`src/rtl/inst_issue_queue.sv`:
```
// inst_issue_queue: circular instruction buffer between fetch and dual-issue
// decode. Accepts up to two entries per cycle, presents the two oldest
// entries as the inst1/inst2 pair, retires zero/one/two per cycle, and holds
// the delay-slot flag that survives single-issue boundaries.
module inst_issue_queue #(
  parameter int DEPTH  = 16,
  parameter int CORR_W = 88
) (
  input  logic              clk,
  input  logic              rst,
  input  logic              flush_i,
  input  logic              push1_i,
  input  logic              push2_i,
  input  logic [31:0]       inst1_i,
  input  logic [31:0]       inst2_i,
  input  logic [31:0]       addr1_i,
  input  logic [31:0]       addr2_i,
  input  logic [CORR_W-1:0] corr1_i,
  input  logic [CORR_W-1:0] corr2_i,
  output logic              full_o,
  output logic              empty_o,
  output logic [31:0]       inst1_o,
  output logic [31:0]       inst2_o,
  output logic [31:0]       addr1_o,
  output logic [31:0]       addr2_o,
  output logic [CORR_W-1:0] corr1_o,
  output logic [CORR_W-1:0] corr2_o,
  output logic              issue_en_o,
  output logic              is_in_delayslot_o,
  input  logic              issued_i,
  input  logic              issue_mode_i,
  input  logic              ninst_in_delayslot_i
);

  localparam int PW = $clog2(DEPTH);

  // Count thresholds sized to the count register to keep compares width-exact.
  localparam logic [PW:0] CNT_ZERO = '0;
  localparam logic [PW:0] CNT_ONE  = (PW+1)'(1);
  localparam logic [PW:0] CNT_TWO  = (PW+1)'(2);
  localparam logic [PW:0] CNT_FULL = (PW+1)'(DEPTH-2);

  // Entry storage; data only, never reset.
  logic [31:0]       inst_mem [DEPTH];
  logic [31:0]       addr_mem [DEPTH];
  logic [CORR_W-1:0] corr_mem [DEPTH];

  logic [PW-1:0] rd_ptr_q, rd_ptr_d;
  logic [PW-1:0] wr_ptr_q, wr_ptr_d;
  logic [PW:0]   count_q, count_d;
  logic          ds_q, ds_d;

  logic [PW-1:0] rd_ptr_nx;
  logic [PW-1:0] wr_ptr_nx;
  logic          push_ok;
  logic [1:0]    push_n;
  logic [1:0]    req_n;
  logic [1:0]    pop_n;
  logic          q_nonempty;

  assign rd_ptr_nx  = rd_ptr_q + PW'(1);
  assign wr_ptr_nx  = wr_ptr_q + PW'(1);
  assign q_nonempty = (count_q != CNT_ZERO);

  // full_o looks only at registered count so a same-cycle pop never relaxes it
  // and decode handshakes cannot form a loop back into fetch.
  assign full_o            = (count_q > CNT_FULL);
  assign empty_o           = ~q_nonempty;
  assign issue_en_o        = q_nonempty;
  assign is_in_delayslot_o = ds_q;

  // A push is taken whole or dropped whole; slot 2 alone is meaningless.
  assign push_ok = push1_i & ~full_o & ~flush_i;
  assign push_n  = push_ok ? (push2_i ? 2'd2 : 2'd1) : 2'd0;

  // Retire count: decode's request clipped to what is really stored, so a
  // dual issue against a padded NOP retires only the real entry.
  always_comb begin
    req_n = 2'd0;
    if (issued_i) begin
      req_n = issue_mode_i ? 2'd2 : 2'd1;
    end
    pop_n = req_n;
    if (!q_nonempty) begin
      pop_n = 2'd0;
    end else if ((count_q == CNT_ONE) && (req_n == 2'd2)) begin
      pop_n = 2'd1;
    end
  end

  // Next-state for pointers, count and delay-slot flag; flush wins over all.
  always_comb begin
    rd_ptr_d = rd_ptr_q + PW'(pop_n);
    wr_ptr_d = wr_ptr_q + PW'(push_n);
    count_d  = count_q + (PW+1)'(push_n) - (PW+1)'(pop_n);
    ds_d     = ds_q;
    if (issued_i && q_nonempty) begin
      ds_d = ninst_in_delayslot_i;
    end
    if (flush_i) begin
      rd_ptr_d = '0;
      wr_ptr_d = '0;
      count_d  = '0;
      ds_d     = 1'b0;
    end
  end

  // Control state register with synchronous reset.
  always_ff @(posedge clk) begin
    if (rst) begin
      rd_ptr_q <= '0;
      wr_ptr_q <= '0;
      count_q  <= '0;
      ds_q     <= 1'b0;
    end else begin
      rd_ptr_q <= rd_ptr_d;
      wr_ptr_q <= wr_ptr_d;
      count_q  <= count_d;
      ds_q     <= ds_d;
    end
  end

  // Entry writes: slot 1 at wr_ptr, slot 2 at wr_ptr+1 (wraps modulo DEPTH).
  always_ff @(posedge clk) begin
    if (push_ok && !rst) begin
      inst_mem[wr_ptr_q] <= inst1_i;
      addr_mem[wr_ptr_q] <= addr1_i;
      corr_mem[wr_ptr_q] <= corr1_i;
      if (push2_i) begin
        inst_mem[wr_ptr_nx] <= inst2_i;
        addr_mem[wr_ptr_nx] <= addr2_i;
        corr_mem[wr_ptr_nx] <= corr2_i;
      end
    end
  end

  // Presentation: head and head+1, zeros (a NOP in slot 2) where no entry exists.
  always_comb begin
    inst1_o = '0;
    addr1_o = '0;
    corr1_o = '0;
    inst2_o = '0;
    addr2_o = '0;
    corr2_o = '0;
    if (q_nonempty) begin
      inst1_o = inst_mem[rd_ptr_q];
      addr1_o = addr_mem[rd_ptr_q];
      corr1_o = corr_mem[rd_ptr_q];
    end
    if (count_q >= CNT_TWO) begin
      inst2_o = inst_mem[rd_ptr_nx];
      addr2_o = addr_mem[rd_ptr_nx];
      corr2_o = corr_mem[rd_ptr_nx];
    end
  end

endmodule

```
`config.mk`:
```
export PLATFORM = sky130hd
export DESIGN_NAME = inst_issue_queue
export DESIGN_NICKNAME = d
export VERILOG_FILES = /design/src/rtl/inst_issue_queue.sv
export SDC_FILE = /design/constraint.sdc
export NUM_CORES = 2
export LEC_CHECK = 0
export BUFFER_PORTS_ARGS = -buffer_cell sky130_fd_sc_hd__buf_2
export CAP_MARGIN = 20
export CORE_UTILIZATION = 40
export DETAILED_ROUTE_END_ITERATION = 7
export GPL_TIMING_DRIVEN = 0
export PLACE_DENSITY_LB_ADDON = 0.15
export RECOVER_POWER = 25
export SYNTH_ARGS = -nofsm -noshare
export SYNTH_HDL_FRONTEND = slang
export SYNTH_SLANG_ARGS = --single-unit
```
`constraint.sdc`:
```
create_clock -name clk -period 42.8 [get_ports clk]
set_input_delay 6.42 -clock clk [delete_from_list [all_inputs] [get_ports clk]]
set_output_delay 6.42 -clock clk [all_outputs]
set_load 0.01 [all_outputs]
```
==> results list <==
* Result of the run: finished with violations
* Violations in the final reports: max-capacitance violations, max-slew violations
* Buffers added on ports: 619
- Final number of hold-violating endpoints: 0
- CTS tree: built
- Cell count of the worst hold path: 2
- Final routed DRC violation total: 0
- Capturing element type of the critical path: output port
- In this run the critical register-to-register path is launched from count_q[4].
- After global routing the overflow that remains totals 0.
- Of all nets on the critical path, the largest fanout is 10.
- The most common cell in the synthesized netlist is edfxtp_1.
- For the pin with the worst max-slew slack, the measured transition is 2660 ps.
- Ranked by instance count, the synthesized netlist is headed by 2432 x edfxtp_1, 2273 x mux2_2, 1216 x mux4_2.
* Number of iterations in the first detailed-routing pass: 6
- In this run, the number of DRC markers left after iteration 0 of detailed routing was 13000.
- Via density per instance: 6.63
* Number of levels in the clock H-tree: 5
* Total power after layout: 7.21 mW
* Clk buf depth: 4
- Dividing the detail-routed wire length by the instance count gives 41.1 um.
- The first global-routing pass estimated 790000 um of wire.
* Die span in y: 596 um
- Max-capacitance violation count: 44
- The via count of the first global-routing pass is approximately 94000.
- The most used flip-flop cell after synthesis is edfxtp_1.
- WP data required: about 36000 ps
- Setup total negative slack on the finished layout was measured at 0 ps.
- CTS root buffer: clkbuf_16
* Storage element area: 73300 um2
* Netlist Area Pre-Place: 141000 um2
- Number of buffers inserted to repair setup after CTS: 0
- Counting cells, the worst reg-to-reg path comes to 9.
- In this run the worst hold path is classified as reg -> reg.
* Total clock buffers created by CTS: 293
* End of the worst hold path: is_in_delayslot_o
- Worst EP arrival: between 6000 and 7000 ps
- Area grow syn2layout: 15.9%
- Setup crit start kind: register
- Across all register-to-register paths, the minimum setup slack is 36780 ps.
- Share of flip-flops with an asynchronous set or reset: 0
- Post-CTS Hold Fix Bufs: 0
- For this design the static power due to leakage is about 52 nW.
* Setup violations, final: 0
- Tmin final: 12880 ps
- Quantity of gates resized following cts: 0
* Post-route antenna net violation count: 0
- Number of enable-type register cells in the synthesized netlist: about 2400
* Final Slew Violations: 693
- The multi-input combinational cells in the finished layout cover a total of roughly 63000 um2.
- Headroom to the max-slew limit came out at -0.771.
- Area of the die: 355000 um2
* RSZ-0062 raised after global routing: false
- Across the routed clock network, the largest skew measured is 35.9 ps.
* Unique cell type count in the Yosys netlist: 43
- Post-synthesis cell count: between 8000 and 9000
- The routed layout has 94900 vias.
- Synthesized flop and latch total: 2446
* Worst r2r dst: corr_mem[9][8]
* Part of the Yosys area used for sequential elements: 0.520
* Clock-pin slew reported for the worst setup and hold paths after clock tree synthesis: around 60 ps
- Achievable frequency: 77.6 MHz
- Final Core Density: 0.467
* Top cell type's share of synthesized area: 0.518
- Maximum ir drop on the vdd rail: 0.0000347 V
- Layout filler cell count: approximately 30000
- In this run the count of I/O pins placed on the die edge is between 600 and 700.
- Critical Setup Path Class: reg -> out
- Worst Min Path Start: is_in_delayslot_o
- The region available for standard cell placement spans 350000 um2.
* Largest cells by area after synthesis: edfxtp_1 52%, mux4_2 19%, mux2_2 18%, mux2i_1 2.2%, mux2_4 1.7%
- The congestion estimate from routability-driven global placement came to around 0.87.
- Estimated wirelength of the detail-placed design: 419000 um
- Wire length after detailed routing: 588000 um
- Die width: slightly below 600 um
- The initial antenna violation count is roughly 180.
- At the later pin of the worst-skew pair, clock insertion delay measures 930 ps.
- The number of nets handed over by synthesis was 8478.
* Power Dens Cells: 44.1 nW/um2
- The final layout contains 9688 nets.
- Combined global-route utilization of all metal layers: 0.324
* Clk sink count: 2446
- Total number of placement rows: 217
* Share of the clock period used by the worst path: 0.301
* Ratio of cells with drive above 1 in the final layout: 0.529
* Initial Util: 0.403
* Biggest area consumer among synthesized cells: edfxtp_1
* Synthesized area divided by synthesized cell count: 17.3 um2
* Maximum number of pins on one net before global-route repair: 25
- Count of yosys warnings during synthesis: 0
-- power breakdown --
group          internal [mW]  switching, mW
Combinational          0.822           1.34
Sequential              2.65        0.00750
Clock                   1.34           1.06
Total                   4.81           2.40
-- worst max-delay path: stages, from the launching register on --
cell	delay (ps)
dfxtp_1	310
clkbuf_1	190
buf_2	700
nand4_1	400
o22ai_4	700
buf_12	280
clkbuf_2	670
clkbuf_1	900
a22oi_1	270
a21oi_1	780
buf_2	270
-- routing by layer --
metal	part of all wire	wire (um)	up-vias	global-route usage
met5	0.0012	717	-	0
met4	0.057	33500	88	0.168
met3	0.12	68900	1349	0.0959
met2	0.45	262000	6593	0.488
met1	0.38	223000	50200	0.423
li1	-	-	36700	-
-- cell families after synthesis --
| group | count (synthesis) | share of synthesized area |
|---|---|---|
| XOR/XNOR | 7 | 0.000435 |
| buffers and inverters | 1005 | 0.0310 |
| adder cells (fa/ha/maj) | 19 | 0.00190 |
| AND/OR/NAND/NOR | 86 | 0.00312 |
| AO/OA/AOI/OAI | 630 | 0.0294 |
| multiplexers | 3954 | 0.414 |
| flip-flops | 2446 | 0.520 |
-- state kept, by name (all words and copies together) (netlist names) --
signal	flops
wr_ptr_q	4
is_in_delayslot_o	1
rd_ptr_q	4
count_q	5
corr_mem	1408
inst_mem	512
addr_mem	512
-- placed cells by master, fill, tap and decap left out, drive strengths merged, types with 4 or more instances in the layout --
cell / count
a21oi: 159
a22oi: 304
and2: 7
and3: 5
buf: 1182
bufinv: 8
clkbuf: 1111
clkinv: 104
dfxtp: 14
diode: 132
edfxtp: 2432
fa: 4
ha: 15
inv: 29
mux2: 2433
mux2i: 305
mux4: 1216
nand2: 22
nand3: 4
nor2: 31
o21ai: 6
o22ai: 153
or2: 4
xnor2: 7
-- how the worst max path moves through the flow --
stage / startpoint / end / slack [ps]
after floorplan: flush_i / addr_mem[0][0] / 24080
after global placement: flush_i / corr_mem[0][17] / 5040
after detailed placement: rd_ptr_q[2] / addr2_o[23] / 31090
after CTS: rd_ptr_q[2] / addr2_o[23] / 30080
after global routing: rd_ptr_q[2] / inst2_o[0] / 30030
final: rd_ptr_q[2] / addr2_o[23] / 29920
-- final cells by class --
type                    count  area share
diodes                    132     0.00202
plain buffers             990      0.0254
clock buffers             388      0.0481
clock inverters           128     0.00528
inverters                  15    0.000344
multi-input cells        4696       0.386
flip-flops and latches   2446       0.448
well taps                4599      0.0352
repair buffers            915      0.0489
-- through the flow --
stage	instance area (um2)	setup WS, ps	std cells	hold WS, ps
global route	163000	30030	14200	485
CTS	164000	30080	14200	470
detailed placement	156000	31090	13600	459
global placement	150000	5040	13400	458
finish	163000	29920	14300	469
floorplan	141000	24080	8147	481
Note: power is estimated with default switching activity, not from simulation.
